==> src/rtl/uart_pkg.sv <==
// Shared types for the UART transmit path: FSM state encoding, idle line level
// and the helper that maps a state onto the serial line level.
package uart_pkg;

  typedef enum logic [2:0] {
    IDLE,
    LOAD,
    START,
    DATA,
    PARITY,
    STOP
  } tx_state_t;

  localparam logic IDLE_LEVEL = 1'b1;

  // Line level to present while the FSM sits in `state`.
  function automatic logic line_level(input tx_state_t state,
                                      input logic      data_bit,
                                      input logic      parity_bit);
    logic level;
    case (state)
      START:   level = ~IDLE_LEVEL;
      DATA:    level = data_bit;
      PARITY:  level = parity_bit;
      default: level = IDLE_LEVEL;
    endcase
    return level;
  endfunction

endpackage

==> src/rtl/uart_tx_ctrl_if.sv <==
// FIFO-side handshake and status bundle of the UART transmitter.
// master: the transmitter; slave: the FIFO / MCU status side.
interface uart_tx_ctrl_if #(
  parameter int DATA_BITS = 8
) ();

  logic                 emptyTx;
  logic [DATA_BITS-1:0] tx_data;
  logic                 trans_deq;
  logic                 serial_out;
  logic                 tx_busy;
  logic                 tx_done;

  modport master (
    input  emptyTx,
    input  tx_data,
    output trans_deq,
    output serial_out,
    output tx_busy,
    output tx_done
  );

  modport slave (
    output emptyTx,
    output tx_data,
    input  trans_deq,
    input  serial_out,
    input  tx_busy,
    input  tx_done
  );

endinterface

==> src/rtl/tx_baud_counter.sv <==
// Bit-period timer: counts 0..CLKS_PER_BIT-1 while enabled, held at 0 otherwise;
// bit_tick marks the last clock of each serial bit.
module tx_baud_counter #(
  parameter int CLKS_PER_BIT = 10
) (
  input  logic clk,
  input  logic reset,
  input  logic enable,
  output logic bit_tick
);

  localparam int               CNT_W = (CLKS_PER_BIT > 1) ? $clog2(CLKS_PER_BIT) : 1;
  localparam logic [CNT_W-1:0] LAST  = CNT_W'(CLKS_PER_BIT - 1);

  logic [CNT_W-1:0] cnt_q, cnt_d;

  assign bit_tick = enable && (cnt_q == LAST);

  always_comb begin
    cnt_d = cnt_q;
    if (!enable || bit_tick) begin
      cnt_d = '0;
    end else begin
      cnt_d = cnt_q + CNT_W'(1);
    end
  end

  always_ff @(posedge clk) begin
    if (reset) begin
      cnt_q <= '0;
    end else begin
      cnt_q <= cnt_d;
    end
  end

endmodule

==> src/rtl/uart_tx_ctrl.sv <==
// UART transmit controller: pops bytes from a first-word-fall-through FIFO and
// serializes them as start / LSB-first data / optional even parity / stop frames.
module uart_tx_ctrl
  import uart_pkg::*;
#(
  parameter int CLKS_PER_BIT = 10,
  parameter int DATA_BITS    = 8,
  parameter bit PARITY_EN    = 1'b0
) (
  input logic            clk,
  input logic            reset,
  uart_tx_ctrl_if.master bus
);

  localparam int               IDX_W    = (DATA_BITS > 1) ? $clog2(DATA_BITS) : 1;
  localparam logic [IDX_W-1:0] LAST_IDX = IDX_W'(DATA_BITS - 1);

  tx_state_t            state_q, state_d;
  logic [DATA_BITS-1:0] shift_q, shift_d;
  logic [IDX_W-1:0]     bit_idx_q, bit_idx_d;
  logic                 parity_q, parity_d;
  logic                 serial_q, serial_d;
  logic                 done_q, done_d;
  logic                 baud_en;
  logic                 bit_tick;
  logic                 last_bit;

  assign baud_en  = state_q inside {START, DATA, PARITY, STOP};
  assign last_bit = (bit_idx_q == LAST_IDX);

  tx_baud_counter #(
    .CLKS_PER_BIT (CLKS_PER_BIT)
  ) u_baud (
    .clk      (clk),
    .reset    (reset),
    .enable   (baud_en),
    .bit_tick (bit_tick)
  );

  // ---------------------------------------------------------------- FSM state
  // NOTE: sequential blocks use non-blocking assignments so every flop samples
  // the pre-edge values of the others.
  always_ff @(posedge clk) begin
    if (reset) begin
      state_q <= IDLE;
    end else begin
      state_q <= state_d;
    end
  end

  // ----------------------------------------------------------- FSM next state
  // NOTE: the default assignment at the top keeps this block free of latches.
  always_comb begin
    state_d = state_q;
    case (state_q)
      IDLE:    if (!bus.emptyTx) state_d = LOAD;
      LOAD:    state_d = START;
      START:   if (bit_tick) state_d = DATA;
      DATA:    if (bit_tick && last_bit) state_d = PARITY_EN ? PARITY : STOP;
      PARITY:  if (bit_tick) state_d = STOP;
      STOP:    if (bit_tick) state_d = IDLE;
      default: state_d = IDLE;
    endcase
  end

  // --------------------------------------------------------------- datapath
  always_comb begin
    shift_d   = shift_q;
    parity_d  = parity_q;
    bit_idx_d = bit_idx_q;
    case (state_q)
      LOAD: begin
        shift_d   = bus.tx_data;
        parity_d  = ^bus.tx_data;
        bit_idx_d = '0;
      end
      DATA: begin
        if (bit_tick) begin
          shift_d   = shift_q >> 1;
          bit_idx_d = last_bit ? '0 : bit_idx_q + IDX_W'(1);
        end
      end
      default: ;
    endcase
  end

  // NOTE: the shift register is plain flops, not a memory array, so it is
  // cleared on reset together with the rest of the state.
  always_ff @(posedge clk) begin
    if (reset) begin
      shift_q   <= '0;
      parity_q  <= 1'b0;
      bit_idx_q <= '0;
    end else begin
      shift_q   <= shift_d;
      parity_q  <= parity_d;
      bit_idx_q <= bit_idx_d;
    end
  end

  // -------------------------------------------------------------- FSM outputs
  // The line flop is fed from the next state, so the registered level lines up
  // with the state it belongs to (start bit low in the cycle right after LOAD).
  always_comb begin
    bus.trans_deq = (state_q == LOAD);
    bus.tx_busy   = (state_q != IDLE);
    serial_d      = line_level(state_d, shift_d[0], parity_d);
    done_d        = (state_q == STOP) && bit_tick;
  end

  always_ff @(posedge clk) begin
    if (reset) begin
      serial_q <= IDLE_LEVEL;
      done_q   <= 1'b0;
    end else begin
      serial_q <= serial_d;
      done_q   <= done_d;
    end
  end

  assign bus.serial_out = serial_q;
  assign bus.tx_done    = done_q;

endmodule

==> src/flat_wrapper.sv <==
// flat-port wrapper written by rule: the top's interface ports become plain ports
module uart_tx_ctrl_flat import uart_pkg::*;
#(
  parameter int CLKS_PER_BIT = 10,
  parameter int DATA_BITS    = 8,
  parameter bit PARITY_EN    = 1'b0
)
  (clk, reset, bus_emptyTx, bus_tx_data, bus_trans_deq, bus_serial_out, bus_tx_busy, bus_tx_done);
  uart_tx_ctrl_if #(.DATA_BITS(DATA_BITS)) bus_i ();
  input logic clk;
  input logic reset;
  input wire logic [$bits(bus_i.emptyTx)-1:0] bus_emptyTx;
  input wire logic [$bits(bus_i.tx_data)-1:0] bus_tx_data;
  output wire logic [$bits(bus_i.trans_deq)-1:0] bus_trans_deq;
  output wire logic [$bits(bus_i.serial_out)-1:0] bus_serial_out;
  output wire logic [$bits(bus_i.tx_busy)-1:0] bus_tx_busy;
  output wire logic [$bits(bus_i.tx_done)-1:0] bus_tx_done;
  assign bus_i.emptyTx = bus_emptyTx;
  assign bus_i.tx_data = bus_tx_data;
  assign bus_trans_deq = bus_i.trans_deq;
  assign bus_serial_out = bus_i.serial_out;
  assign bus_tx_busy = bus_i.tx_busy;
  assign bus_tx_done = bus_i.tx_done;
  uart_tx_ctrl #(.CLKS_PER_BIT(CLKS_PER_BIT), .DATA_BITS(DATA_BITS), .PARITY_EN(PARITY_EN)) u_core (.clk(clk), .reset(reset), .bus(bus_i));
endmodule
==> config.mk <==
export PLATFORM = sky130hd
export DESIGN_NAME = uart_tx_ctrl_flat
export DESIGN_NICKNAME = d
export VERILOG_FILES = /design/src/rtl/uart_pkg.sv /design/src/rtl/uart_tx_ctrl_if.sv /design/src/rtl/tx_baud_counter.sv /design/src/rtl/uart_tx_ctrl.sv /design/src/flat_wrapper.sv
export SDC_FILE = /design/constraint.sdc
export NUM_CORES = 1
export LEC_CHECK = 0
export CORE_UTILIZATION = 30
export DETAILED_ROUTE_END_ITERATION = 8
export GPL_TIMING_DRIVEN = 0
export PLACE_DENSITY_LB_ADDON = 0.12
export SETUP_SLACK_MARGIN = 0.1
export SYNTH_ARGS = -nofsm -noshare
export SYNTH_HDL_FRONTEND = slang
export SYNTH_SLANG_ARGS = --single-unit
==> constraint.sdc <==
create_clock -name clk -period 3.5 [get_ports clk]
set_input_delay 0.7 -clock clk [delete_from_list [all_inputs] [get_ports clk]]
set_output_delay 0.7 -clock clk [all_outputs]
set_load 0.01 [all_outputs]
Word-level counts from Yosys, hierarchy flattened
Index checks and enable logic that the tools add are counted.
{ "classes": {"addsub": 2, "reduce_logical": 12, "shifts": 0, "div_mod_pow": 0, "n_eq_ne": 11, "mul": 0, "magnitude_cmp": 0, "muxes": 13, "bitwise": 0} }
{ "ops": {"columns": ["cell", "n"], "rows": [
  ["2-to-1 mux 3 bit", 7],
  ["case mux 3 bit (6 select lines)", 1],
  ["case mux 8 bit (2 select lines)", 1],
  ["equality test 3 x 2 -> 1 bit (second input constant)", 4],
  ["equality test 3 bit (second input constant)", 4],
  ["2-to-1 mux 8 bit", 1],
  ["XOR reduction 8 bit", 1],
  ["case mux 3 bit (2 select lines)", 1],
  ["adder 4 x 1 -> 4 bit (second input constant)", 1],
  ["equality test 4 bit (second input constant)", 1],
  ["nonzero test 4 bit", 1],
  ["adder 3 x 1 -> 3 bit (second input constant)", 1],
  ["equality test 3 x 1 -> 1 bit (second input constant)", 1],
  ["logical AND 1 bit", 3],
  ["zero test 3 bit", 1],
  ["case mux 1 bit (3 select lines)", 1],
  ["nonzero test 3 bit", 1],
  ["!= test 2 x 1 -> 1 bit (second input constant)", 1],
  ["AND reduction 2 bit", 1],
  ["nonzero test 2 bit", 1],
  ["OR reduction 2 bit", 1],
  ["zero test 1 bit", 1],
  ["logical OR 1 bit", 1],
  ["2-to-1 mux 1 bit", 1]
]} }
{ "word_totals": {"inputBits": 11, "ram_bits": 0, "reg_bits": 21, "out_inout_bits": 4, "wordCells": 46, "mem_bits_ro": 0, "latchBits": 0, "mem_count": 0} }

Longest topological paths before layout
{ "depth": {"word_depth": 8, "depth_mapped": 7, "ltp_nobuf": 6} }

Hierarchy
From an unflattened synthesis, not the netlist that was laid out.
{ "unflattened": {"hier_cells": 128, "hier_area_um2": 1097.3} }
{ "by_module_without_submodules": {"columns": ["mod", "cells_per_inst", "seq_area_each_um2", "area_each_um2", "n_inst"], "rows": [
  ["uart_tx_ctrl", 110, 340.3, 917.1, 1],
  ["tx_baud_counter", 18, 80.1, 180.2, 1]
]} }

Least setup slack after synthesis
OpenSTA, ideal clock, no wires.
{ "synth_timing": {"kind": "reg-to-output", "startpoint": "register u_core.state_q[1]", "endpoint": "output port bus_tx_busy", "slack_ps": 1919, "path_buffers": 1, "arrival_time_ps": 881, "t_required_ps": 2800, "path_stages_with_launch": 3, "cell_sequence": "dfxtp_1 buf_2 or3_1"} }
{ "synth_between": {"elab_chain_cells": 1} }
{ "synth_lines": {"columns": ["item", "line_no", "rtl"], "rows": [
  ["from (decl)", "uart_tx_ctrl.sv:18", "tx_state_t state_q, state_d;"],
  ["from (signal assigned)", "uart_tx_ctrl.sv:47", "state_q <= state_d;"],
  ["nonzero test 3 bit", "uart_tx_ctrl.sv:106", "bus.tx_busy = (state_q != IDLE);"],
  ["to (decl)", "flat_wrapper.sv:16", "output wire logic [$bits(bus_i.tx_busy)-1:0] bus_tx_busy;"]
]} }
No other way between the ends.

Worst setup path after layout
{ "layout_timing": {"startpoint": "register u_core.state_q[1]", "endpoint": "output port bus_trans_deq"} }
{ "layout_between": {"elab_chain_cells": 1} }
{ "layout_lines": {"columns": ["item", "line_no", "rtl"], "rows": [
  ["equality test 3 x 1 -> 1 bit", "uart_tx_ctrl.sv:105", "bus.trans_deq = (state_q == LOAD);"],
  ["to (decl)", "flat_wrapper.sv:14", "output wire logic [$bits(bus_i.trans_deq)-1:0] bus_trans_deq;"]
]} }
No other way between the ends.

==> out/qor.yml <==
grt_pass1_vias: 948
antenna_left: 0
die_area_um2: 4020
globalRouteOverflowTotal: 0
area_growth_pct: 20.6
cp-start-kind: "flop"
setup_violations: 0
power.total_uw: 546
p_switching_uw: 150
worst-endpoint-required_ns: 2.80
grt_pass1_wl_um: 4200
htree_levels: 1
p_sw_frac: 0.275
pwr-share-seq: 0.481
syn-num-nets: 152
rsz0062_at_grt: "false"
drive_above_1_share: 0.0850
hold_viol_final: 0
multi_input_area_um2: 639
slowest_stage: "clkdlybuf4s50_1"
antennaDiodeCount: 0
worstPathMaxFanout: 10
rrSetupSlack_ns: 1.83
synth_area_leader_cell: "dfxtp_1"
drt-initial-drc-count: 51
clock_latency_ns: 0.26
max_freq_mhz: 398
start_util: 0.326
layout_min_cycle_time_ns: 2.51
syn_inst: 136
worst_pin_slew_ns: 0.534
viasPerCell: 4.87
fin_nets: 170
holdBufCountCts: 0
timing_worst_setup_path_type: "reg -> out"
cts_buffers: 3
seq_area_um2: 420
synth_area_um2: 1130
peakVddDrop_mv: 0.140
die_w_um: 63.4
min_period_over_period: 0.717
cts_resized: 0
powerDensity_nw_per_um2: 400
avgSynthCellArea_um2: 8.32
grtUsageTotal: 0.134
route.detailed.wl_per_inst_um: 12.2
cap_violations: 0
root_buffer: "clkbuf_8"
place_hpwl_um: 1830
synth_cell_types: 36
synth_area_leaders: "dfxtp_1, nor2_1, xnor2_1"
crit_chain: "buf_2 > nor3b_2 > clkdlybuf4s50_1"
cp_slowest_stage_delay_ns: 0.62
ys_ff_latch: 21
grt_max_degree: 12
p_int_uw: 396
n_fill_cell: 378
ys_warn_count: 0
core-area_um2: 3470
whs_path_depth: 1
arrival_ns: 1.81
slew_headroom: 0.644
cts_tree: "built"
hp-class: "reg -> reg"
skew_ns: 0.00464
postCtsSetupBuffers: 0
vias: 970
p_leak_nw: 0.550
status: "completed"
maxSlewViolCount: 0
drtPass1Iterations: 4
crit_path_end_kind: "output port"
clock_path_buffers: 2
place.gp.congestion: 0.714
p_clk_frac: 0.289
drc: 0
cts_sinks: 21
ff2ff_path_depth: 5
ys_seq_area_frac: 0.372
drt-total-wl_um: 2420
die_h_um: 63.4
p_comb_frac: 0.230
synth_top_area_share: 0.372
antenna_found_initial: 0
clkTransAtPathRegs_ns: 0.08
io_buffers: 13
num_rows: 21
setup-tns-final_ns: 0
ios: 15
==> stage by stage <==
stage	worst slack (ns)	util	cells	instance area, um2	hold slack, ns
3_5_place_dp	1.28	0.380	195	1320	0.462
3_3_place_gp	1.30	0.380	195	1320	0.452
4_1_cts	0.983	0.393	199	1360	0.481
2_1_floorplan	1.92	-	136	1130	0.433
6_report	0.989	0.393	199	1360	0.471
5_1_grt	0.886	0.393	199	1360	0.508
==> flip-flops by register name (all words and copies together), names as in the netlist <==
register / flops
u_core.shift_q: 8
u_core.u_baud.cnt_q: 4
u_core.bit_idx_q: 3
u_core.state_q: 3
u_core.bus.serial_out: 1
u_core.bus.tx_done: 1
u_core.parity_q: 1
==> cell families (layout without fill, tap and decap cells) <==
| logic type | count (synthesis) | count (layout) | share of synthesized area |
|---|---|---|---|
| AND/OR/NAND/NOR | 52 | 52 | 0.233 |
| AO/OA/AOI/OAI | 31 | 31 | 0.194 |
| flip-flops | 21 | 21 | 0.372 |
| buffers and inverters | 17 | 34 | 0.0631 |
| XOR/XNOR | 9 | 9 | 0.0697 |
| adder cells (fa/ha/maj) | 5 | 5 | 0.0553 |
| multiplexers | 1 | 1 | 0.0133 |
==> metal layers <==
layer,global-route usage,wire length (um),vias to the layer above
li1,-,-,513
met4,0.0540,20,0
met5,0,0,-
met2,0.221,1120,7
met1,0.168,1220,448
met3,0.0308,59,2
==> layout make-up <==
cell class	count	area share
plain buffers	9	0.0303
clock buffers	4	0.0330
inverters	8	0.0220
multi-input cells	98	0.469
flip-flops and latches	21	0.308
well taps	46	0.0422
repair buffers	13	0.0954
==> cells in the mapped netlist (all sizes together) <==
master / n
nand3: 1
mux2: 1
o21ai: 2
clkbuf: 2
a21oi: 3
nor3b: 1
nor2b: 1
o22ai: 6
nand4b: 2
and3: 1
a21o: 2
o21bai: 1
nor3: 4
and4b: 1
a32o: 1
a31oi: 7
nor2: 28
inv: 8
xor2: 1
a211oi: 1
ha: 5
a32oi: 4
dfxtp: 21
a22oi: 1
a41o: 1
o2bb2ai: 1
buf: 7
o221a: 1
nand2: 6
xnor2: 8
or3: 1
nand2b: 4
or2: 2
==> layout by cell type (no fill, tap or decap), drive strengths merged <==
cell | synthesis | final
nor2 | 28 | 28
dfxtp | 21 | 21
clkdlybuf4s50 | 0 | 13
inv | 8 | 8
xnor2 | 8 | 8
a31oi | 7 | 7
buf | 7 | 7
nand2 | 6 | 6
o22ai | 6 | 6
clkbuf | 2 | 6
ha | 5 | 5
nand2b | 4 | 4
a32oi | 4 | 4
nor3 | 4 | 4
a21oi | 3 | 3
a21o | 2 | 2
o21ai | 2 | 2
nand4b | 2 | 2
or2 | 2 | 2
nor3b | 1 | 1
or3 | 1 | 1
a22oi | 1 | 1
a32o | 1 | 1
o2bb2ai | 1 | 1
and4b | 1 | 1
mux2 | 1 | 1
o221a | 1 | 1
o21bai | 1 | 1
a41o | 1 | 1
nor2b | 1 | 1
and3 | 1 | 1
nand3 | 1 | 1
xor2 | 1 | 1
a211oi | 1 | 1
==> worst max-delay path, delay by kind of cell, from the launching register on <==
kind          cells  cell delay, ns
buf+inv           2            0.80
flops             1            0.33
simple gates      1            0.42
==> path summary, 6_finish.rpt <==
check	start	to
setup / recovery	u_core.state_q[1]	bus_trans_deq
hold / removal	u_core.u_baud.cnt_q[0]	u_core.u_baud.cnt_q[0]
setup reg to reg	u_core.state_q[2]	u_core.shift_q[6]
hold reg to reg	u_core.u_baud.cnt_q[0]	u_core.u_baud.cnt_q[0]
==> power groups by stage <==
stage          clock (mW)  combinational, mW  sequential (mW)
3_5_place_dp            0              0.126            0.268
4_1_cts             0.164              0.127            0.263
3_3_place_gp            0              0.126            0.268
6_report            0.158              0.126            0.263
5_1_grt             0.177              0.140            0.264
2_1_floorplan           0             0.0865            0.266
Power figures use the tool's default switching activity.
